[src/rtl/imm_gen_pipe.sv]
// rtl/imm_gen_pipe.sv - two-stage elastic RV immediate generator with opcode-derived format
// Optional feature macro: IMMGEN_SHAMT_EN (shift opcodes decode to fmt 101 with a zero-extended shamt)
module imm_gen_pipe #(
    parameter int XLEN  = 64,
    parameter int TAG_W = 4
) (
    input  logic             clk,
    input  logic             rst,
    input  logic             flush,
    input  logic             in_valid,
    output logic             in_ready,
    input  logic [31:0]      in_instr,
    input  logic [TAG_W-1:0] in_tag,
    output logic             out_valid,
    input  logic             out_ready,
    output logic [XLEN-1:0]  out_imm,
    output logic [2:0]       out_fmt,
    output logic [TAG_W-1:0] out_tag,
    output logic             out_illegal,
    output logic [15:0]      illegal_cnt
);

    localparam logic [2:0] FMT_I     = 3'b000;
    localparam logic [2:0] FMT_S     = 3'b001;
    localparam logic [2:0] FMT_B     = 3'b010;
    localparam logic [2:0] FMT_U     = 3'b011;
    localparam logic [2:0] FMT_J     = 3'b100;
`ifdef IMMGEN_SHAMT_EN
    localparam logic [2:0] FMT_SHAMT = 3'b101;
`endif
    localparam logic [2:0] FMT_NONE  = 3'b111;
    localparam bit         IS_RV64   = (XLEN == 64);

    logic             s1_valid;
    logic [31:0]      s1_instr;
    logic [TAG_W-1:0] s1_tag;
    logic             s2_valid;
    logic [15:0]      cnt_q;

    logic             in_fire;
    logic             s1_adv;
    logic             out_fire;

    // Immediates are built at 64 bits and truncated, so XLEN=32 needs no zero-width replication.
    logic [63:0] imm_i, imm_s, imm_b, imm_u, imm_j;
    logic [63:0] dec_imm;
    logic [2:0]  dec_fmt;
    logic        dec_ill;

    assign imm_i = {{52{s1_instr[31]}}, s1_instr[31:20]};
    assign imm_s = {{52{s1_instr[31]}}, s1_instr[31:25], s1_instr[11:7]};
    assign imm_b = {{51{s1_instr[31]}}, s1_instr[31], s1_instr[7], s1_instr[30:25],
                    s1_instr[11:8], 1'b0};
    assign imm_u = {{32{s1_instr[31]}}, s1_instr[31:12], 12'b0};
    assign imm_j = {{43{s1_instr[31]}}, s1_instr[31], s1_instr[19:12], s1_instr[20],
                    s1_instr[30:21], 1'b0};

    always_comb begin
        dec_imm = 64'd0;
        dec_fmt = FMT_NONE;
        dec_ill = 1'b0;
        case (s1_instr[6:0])
            7'b0000011, 7'b1100111: begin
                dec_imm = imm_i;
                dec_fmt = FMT_I;
            end
            7'b0010011: begin
                dec_imm = imm_i;
                dec_fmt = FMT_I;
`ifdef IMMGEN_SHAMT_EN
                if (s1_instr[13:12] == 2'b01) begin
                    dec_fmt = FMT_SHAMT;
                    dec_imm = IS_RV64 ? {58'd0, s1_instr[25:20]} : {59'd0, s1_instr[24:20]};
                end
`endif
            end
            7'b0011011: begin
                if (IS_RV64) begin
                    dec_imm = imm_i;
                    dec_fmt = FMT_I;
`ifdef IMMGEN_SHAMT_EN
                    // slli.uw carries a 6-bit shamt; the other word shifts only 5 bits.
                    if (s1_instr[14:12] == 3'b001 && s1_instr[31:26] == 6'b000010) begin
                        dec_fmt = FMT_SHAMT;
                        dec_imm = {58'd0, s1_instr[25:20]};
                    end else if (s1_instr[13:12] == 2'b01) begin
                        dec_fmt = FMT_SHAMT;
                        dec_imm = {59'd0, s1_instr[24:20]};
                    end
`endif
                end else begin
                    dec_ill = 1'b1;
                end
            end
            7'b0100011: begin
                dec_imm = imm_s;
                dec_fmt = FMT_S;
            end
            7'b1100011: begin
                dec_imm = imm_b;
                dec_fmt = FMT_B;
            end
            7'b0110111, 7'b0010111: begin
                dec_imm = imm_u;
                dec_fmt = FMT_U;
            end
            7'b1101111: begin
                dec_imm = imm_j;
                dec_fmt = FMT_J;
            end
            7'b0110011: dec_ill = 1'b0;
            7'b0111011: dec_ill = !IS_RV64;
            default:    dec_ill = 1'b1;
        endcase
    end

    assign in_ready    = !rst && !flush && (!s1_valid || !s2_valid || out_ready);
    assign in_fire     = in_valid && in_ready;
    assign s1_adv      = s1_valid && (!s2_valid || out_ready);
    assign out_valid   = s2_valid;
    assign out_fire    = s2_valid && out_ready && !flush;
    assign illegal_cnt = cnt_q;

    always_ff @(posedge clk or posedge rst) begin
        if (rst) begin
            s1_valid    <= 1'b0;
            s1_instr    <= 32'd0;
            s1_tag      <= '0;
            s2_valid    <= 1'b0;
            out_imm     <= '0;
            out_fmt     <= FMT_NONE;
            out_tag     <= '0;
            out_illegal <= 1'b0;
            cnt_q       <= 16'd0;
        end else if (flush) begin
            s1_valid <= 1'b0;
            s2_valid <= 1'b0;
        end else begin
            if (in_fire) begin
                s1_instr <= in_instr;
                s1_tag   <= in_tag;
            end
            s1_valid <= in_fire || (s1_valid && !s1_adv);
            // S2 only loads from a valid S1, so a bubble never overwrites a stalled result.
            if (s1_adv) begin
                out_imm     <= dec_imm[XLEN-1:0];
                out_fmt     <= dec_fmt;
                out_tag     <= s1_tag;
                out_illegal <= dec_ill;
            end
            s2_valid <= s1_adv || (s2_valid && !out_ready);
            if (out_fire && out_illegal && cnt_q != 16'hFFFF)
                cnt_q <= cnt_q + 16'd1;
        end
    end

endmodule

[config.mk]
export PLATFORM = sky130hd
export DESIGN_NAME = imm_gen_pipe
export DESIGN_NICKNAME = d
export VERILOG_FILES = /design/src/rtl/imm_gen_pipe.sv
export SDC_FILE = /design/constraint.sdc
export NUM_CORES = 1
export LEC_CHECK = 0
export CAP_MARGIN = 20
export CORE_AREA = 2 2 101 103
export DETAILED_ROUTE_END_ITERATION = 8
export DIE_AREA = 0 0 103 105
export PLACE_DENSITY = 0.77
export RECOVER_POWER = 25
export SLEW_MARGIN = 10
export SYNTH_ARGS = -nofsm -noshare
export SYNTH_HDL_FRONTEND = slang
export SYNTH_SLANG_ARGS = --single-unit
[constraint.sdc]
create_clock -name clk -period 3.7 [get_ports clk]
set_input_delay 0.555 -clock clk [delete_from_list [all_inputs] [get_ports clk]]
set_output_delay 0.555 -clock clk [all_outputs]
set_load 0.005 [all_outputs]
==> results.cfg <==
[clocking]
cts_buffers = 9
cts_resized = 0
cts_post_setup_buffers_inserted = 0
clock_tree.htree_level_count = 3
cts_max_path_buffers = 2
clock_tree.root_cell = sky130_fd_sc_hd__clkbuf_8
worstSkewPairLatency_ns = 0.35
clock_pin_slew_reported_for_the_worst_setup_and_hold_paths_after_clock_tree_synthesis_ns = 0.09
cts_num_sinks = 94
cts_tree = yes
cts.hold.buffers_added = 0

[logic_synthesis]
ys.flop_type = sky130_fd_sc_hd__dfrtp_1
synth_seq_area_share_pct = 55.3
synth_largest_type_area_fraction_pct = 53.4
netlist_area_mm2 = 0.00426
synth.lib_cells_used.distinct = 42
postSynthAreaPerCell_um2 = 11.2
postSynthNetCount = 421
synthesis.instances = 379
netlist.top_cell.by_area = sky130_fd_sc_hd__dfrtp_1
synth-async-reset-ratio_pct = 100
synth_enable_flop_cells = 0
synth.ff_latch_count = 94
post_synth_main_area_contributors = sky130_fd_sc_hd__dfrtp_1 53%, sky130_fd_sc_hd__mux2_2 10%, sky130_fd_sc_hd__buf_4 5.6%
yosys_warnings = 0

[route]
remaining_drc_errors = 0
antenna_violating_nets_post_route = 0
vias_per_cell = 5.08
first_iter_violations = 127
routedWlPerCell_um = 15.5
routed_via_count = 3122
detailedRoute.firstPassIterationCount = 4
routed_wirelength_um = 9530

[grt]
first_global_vias = 3078
grt_start_max_net_pins = 62
antenna_violations_before_repair = 0
grt.overflow.total = 0
wire_length_of_the_first_global_routing_pass_um = 15200
grt_util_all_layers_pct = 18.0

[status]
failing_checks = max-capacitance violations, max-slew violations
outcome = finished, violations left

[sta]
final.period_utilization_pct = 73.4
hold-worst-slack_ns = 0.466
hold_viol = 0
timing.setup.tns_ns = 0
worst_slew_pin_slew_ns = 1.58
timing.final.crit_period_ns = 2.71
rsz_0062_raised_after_global_routing = false
finalClockSkew_ns = 0.00895
final-setup-viol-count = 0
finalMaxSlewViolations = 34
fmax_ghz = 0.368
timing.max_slew.rel_slack_pct = -6.19

[critical_path]
worst_setup_path_start_kind = input port
worst_ep_arrival_time_ns = 2.16
required_time_of_the_critical_path_ns = 3.14
worst_setup_path_end_kind = primary output
worst-path-max-fanout = 3
worstSetupPathType = in2out

[place]
placedInstanceArea_mm2 = 0.00548
placed_wire_length_estimate_um = 6820
place.gp.congestion = 0.819
count_of_buffers_inserted_at_the_top_level_ports = 130

[layout]
antenna_cells_inserted = 0
syn_to_final_growth_pct = 32.9
final_net_count = 519
postLayoutCellArea_mm2 = 0.00566
post_route_cells_drive_above_1_share_pct = 15.6
fillCellCount = 835
post_layout_utilization_of_the_core_pct = 58.7

[power_and_ir_drop]
cell_leakage_power_nw = 2.38
clockPowerShare_pct = 26.3
power_dens_cells_mw_per_mm2 = 419
p_seq_share_pct = 53.8
switching_power_uw = 637
sw_frac_of_total_pct = 26.8
int_pwr_mw = 1.74
peakVddDrop_mv = 0.257
power.share.combinational_pct = 19.9

[worst_hold_path]
hp-class = reg2reg

[run]
cap_viol_max_count = 1

[floorplanning]
dieArea_mm2 = 0.0108
rows = 36
die_width_um = 103
starting_density_of_the_core_pct = 44.2
io_pins = 131
dieHeight_um = 105
coreArea_mm2 = 0.00964
==> synth_stat cells (2+ instances only) <==
| cell | count |
|---|---|
| sky130_fd_sc_hd__and3_1 | 5 |
| sky130_fd_sc_hd__nor2b_1 | 2 |
| sky130_fd_sc_hd__and2_1 | 2 |
| sky130_fd_sc_hd__o21ai_0 | 11 |
| sky130_fd_sc_hd__nand3_1 | 27 |
| sky130_fd_sc_hd__nor3_1 | 5 |
| sky130_fd_sc_hd__dfrtp_1 | 91 |
| sky130_fd_sc_hd__nor2_1 | 16 |
| sky130_fd_sc_hd__buf_2 | 8 |
| sky130_fd_sc_hd__or2_2 | 2 |
| sky130_fd_sc_hd__buf_4 | 32 |
| sky130_fd_sc_hd__clkbuf_1 | 7 |
| sky130_fd_sc_hd__dfstp_2 | 3 |
| sky130_fd_sc_hd__inv_1 | 5 |
| sky130_fd_sc_hd__a31oi_1 | 3 |
| sky130_fd_sc_hd__nand4_1 | 7 |
| sky130_fd_sc_hd__a221oi_1 | 4 |
| sky130_fd_sc_hd__nand2_1 | 49 |
| sky130_fd_sc_hd__xnor2_1 | 11 |
| sky130_fd_sc_hd__nand2b_1 | 6 |
| sky130_fd_sc_hd__a21oi_1 | 11 |
| sky130_fd_sc_hd__o21ai_1 | 6 |
| sky130_fd_sc_hd__nor4_2 | 2 |
| sky130_fd_sc_hd__a22o_1 | 6 |
| sky130_fd_sc_hd__mux2_2 | 38 |
| sky130_fd_sc_hd__xor2_1 | 4 |
==> cell type report <==
type / instances / area [µm²] / area share, %
inverters: 5 / 20.0 / 0.354
multi-input cells: 233 / 1580 / 28.0
well taps: 133 / 166 / 2.94
clock inverters: 5 / 33.8 / 0.597
repair buffers: 134 / 1350 / 23.9
flip-flops and latches: 94 / 2360 / 41.6
clock buffers: 11 / 151 / 2.67
==> state kept, by name, indices dropped and copies added, names as in the netlist <==
| name | flops |
|---|---|
| out_fmt | 3 |
| s1_tag | 4 |
| out_imm | 32 |
| illegal_cnt | 16 |
| s1_valid | 1 |
| out_valid | 1 |
| s1_instr | 32 |
| out_illegal | 1 |
| out_tag | 4 |
==> power groups by stage <==
| stage | clock (mW) | combinational [mW] | sequential, mW |
|---|---|---|---|
| 2_1_floorplan | 0 | 0.261 | 1.27 |
| 3_3_place_gp | 0 | 0.461 | 1.29 |
| 3_5_place_dp | 0 | 0.478 | 1.30 |
| 4_1_cts | 0.647 | 0.479 | 1.28 |
| 5_1_grt | 0.684 | 0.519 | 1.30 |
| 6_report | 0.625 | 0.471 | 1.28 |
==> metrics by stage <==
step / setup WS (ns) / total power, mW / cells
global route: 0.939 / 2.50 / 615
floorplan: 0.701 / 1.53 / 379
global placement: 1.10 / 1.75 / 598
CTS: 1.06 / 2.40 / 615
finish: 0.985 / 2.37 / 615
detailed placement: 1.06 / 1.77 / 599
==> worst max-delay path: stages <==
cell and delay [ns]:
sky130_fd_sc_hd__dlygate4sd3_1 0.61, sky130_fd_sc_hd__nor2b_1 0.13, sky130_fd_sc_hd__a211oi_4 0.31, sky130_fd_sc_hd__clkdlybuf4s50_1 0.55
==> layout by cell type (no fill, tap or decap), types with 2 or more instances in the layout <==
| master | n |
|---|---|
| sky130_fd_sc_hd__o21ai_1 | 6 |
| sky130_fd_sc_hd__buf_4 | 3 |
| sky130_fd_sc_hd__nand4_1 | 7 |
| sky130_fd_sc_hd__clkbuf_8 | 11 |
| sky130_fd_sc_hd__dfrtp_1 | 91 |
| sky130_fd_sc_hd__nand2b_1 | 6 |
| sky130_fd_sc_hd__nor2_1 | 15 |
| sky130_fd_sc_hd__dlygate4sd3_1 | 2 |
| sky130_fd_sc_hd__nand2_1 | 49 |
| sky130_fd_sc_hd__xor2_1 | 4 |
| sky130_fd_sc_hd__and2_1 | 2 |
| sky130_fd_sc_hd__inv_1 | 4 |
| sky130_fd_sc_hd__clkinv_2 | 2 |
| sky130_fd_sc_hd__a31oi_1 | 3 |
| sky130_fd_sc_hd__nor4_2 | 2 |
| sky130_fd_sc_hd__nor2b_1 | 2 |
| sky130_fd_sc_hd__nor3_1 | 5 |
| sky130_fd_sc_hd__clkdlybuf4s50_1 | 128 |
| sky130_fd_sc_hd__clkinvlp_4 | 2 |
| sky130_fd_sc_hd__o21ai_0 | 11 |
| sky130_fd_sc_hd__xnor2_1 | 11 |
| sky130_fd_sc_hd__mux2_2 | 38 |
| sky130_fd_sc_hd__dfstp_2 | 3 |
| sky130_fd_sc_hd__or2_2 | 2 |
| sky130_fd_sc_hd__and3_1 | 5 |
| sky130_fd_sc_hd__a22o_1 | 6 |
| sky130_fd_sc_hd__a21oi_1 | 11 |
| sky130_fd_sc_hd__nand3_1 | 27 |
| sky130_fd_sc_hd__a221oi_1 | 4 |
==> worst paths after layout <==
| kind | start | to | slack, ns | cells after the start |
|---|---|---|---|---|
| max in group asynchronous | rst | out_fmt[2] | 1.67 | 3 |
| max reg2reg | s1_instr[2] | out_imm[22] | 1.70 | 5 |
| min | s1_tag[2] | out_tag[2] | 0.47 | 2 |
| min in group asynchronous | rst | illegal_cnt[3] | 1.11 | 2 |
| max | out_ready | in_ready | 0.99 | 4 |
| min reg2reg | s1_tag[2] | out_tag[2] | 0.47 | 2 |
==> per-layer routing <==
metal / up-vias / global-route usage (%) / part of all wire, %
met5: - / 0 / 0
met4: 0 / 7.80 / 2.3
met3: 17 / 2.68 / 3.9
met2: 81 / 29.1 / 50
met1: 1541 / 23.9 / 44
li1: 1483 / - / -
==> cell families (layout without fill, tap and decap cells) <==
group	after synthesis	in the layout	synth area share, %
simple gates	130	130	15.8
mux	38	38	10.0
fa+ha+maj	1	1	0.294
flops	94	94	55.3
compound gates	49	49	7.84
buf+inv	52	155	7.63
xor+xnor	15	15	3.08
(Power assumes the default switching activity.)
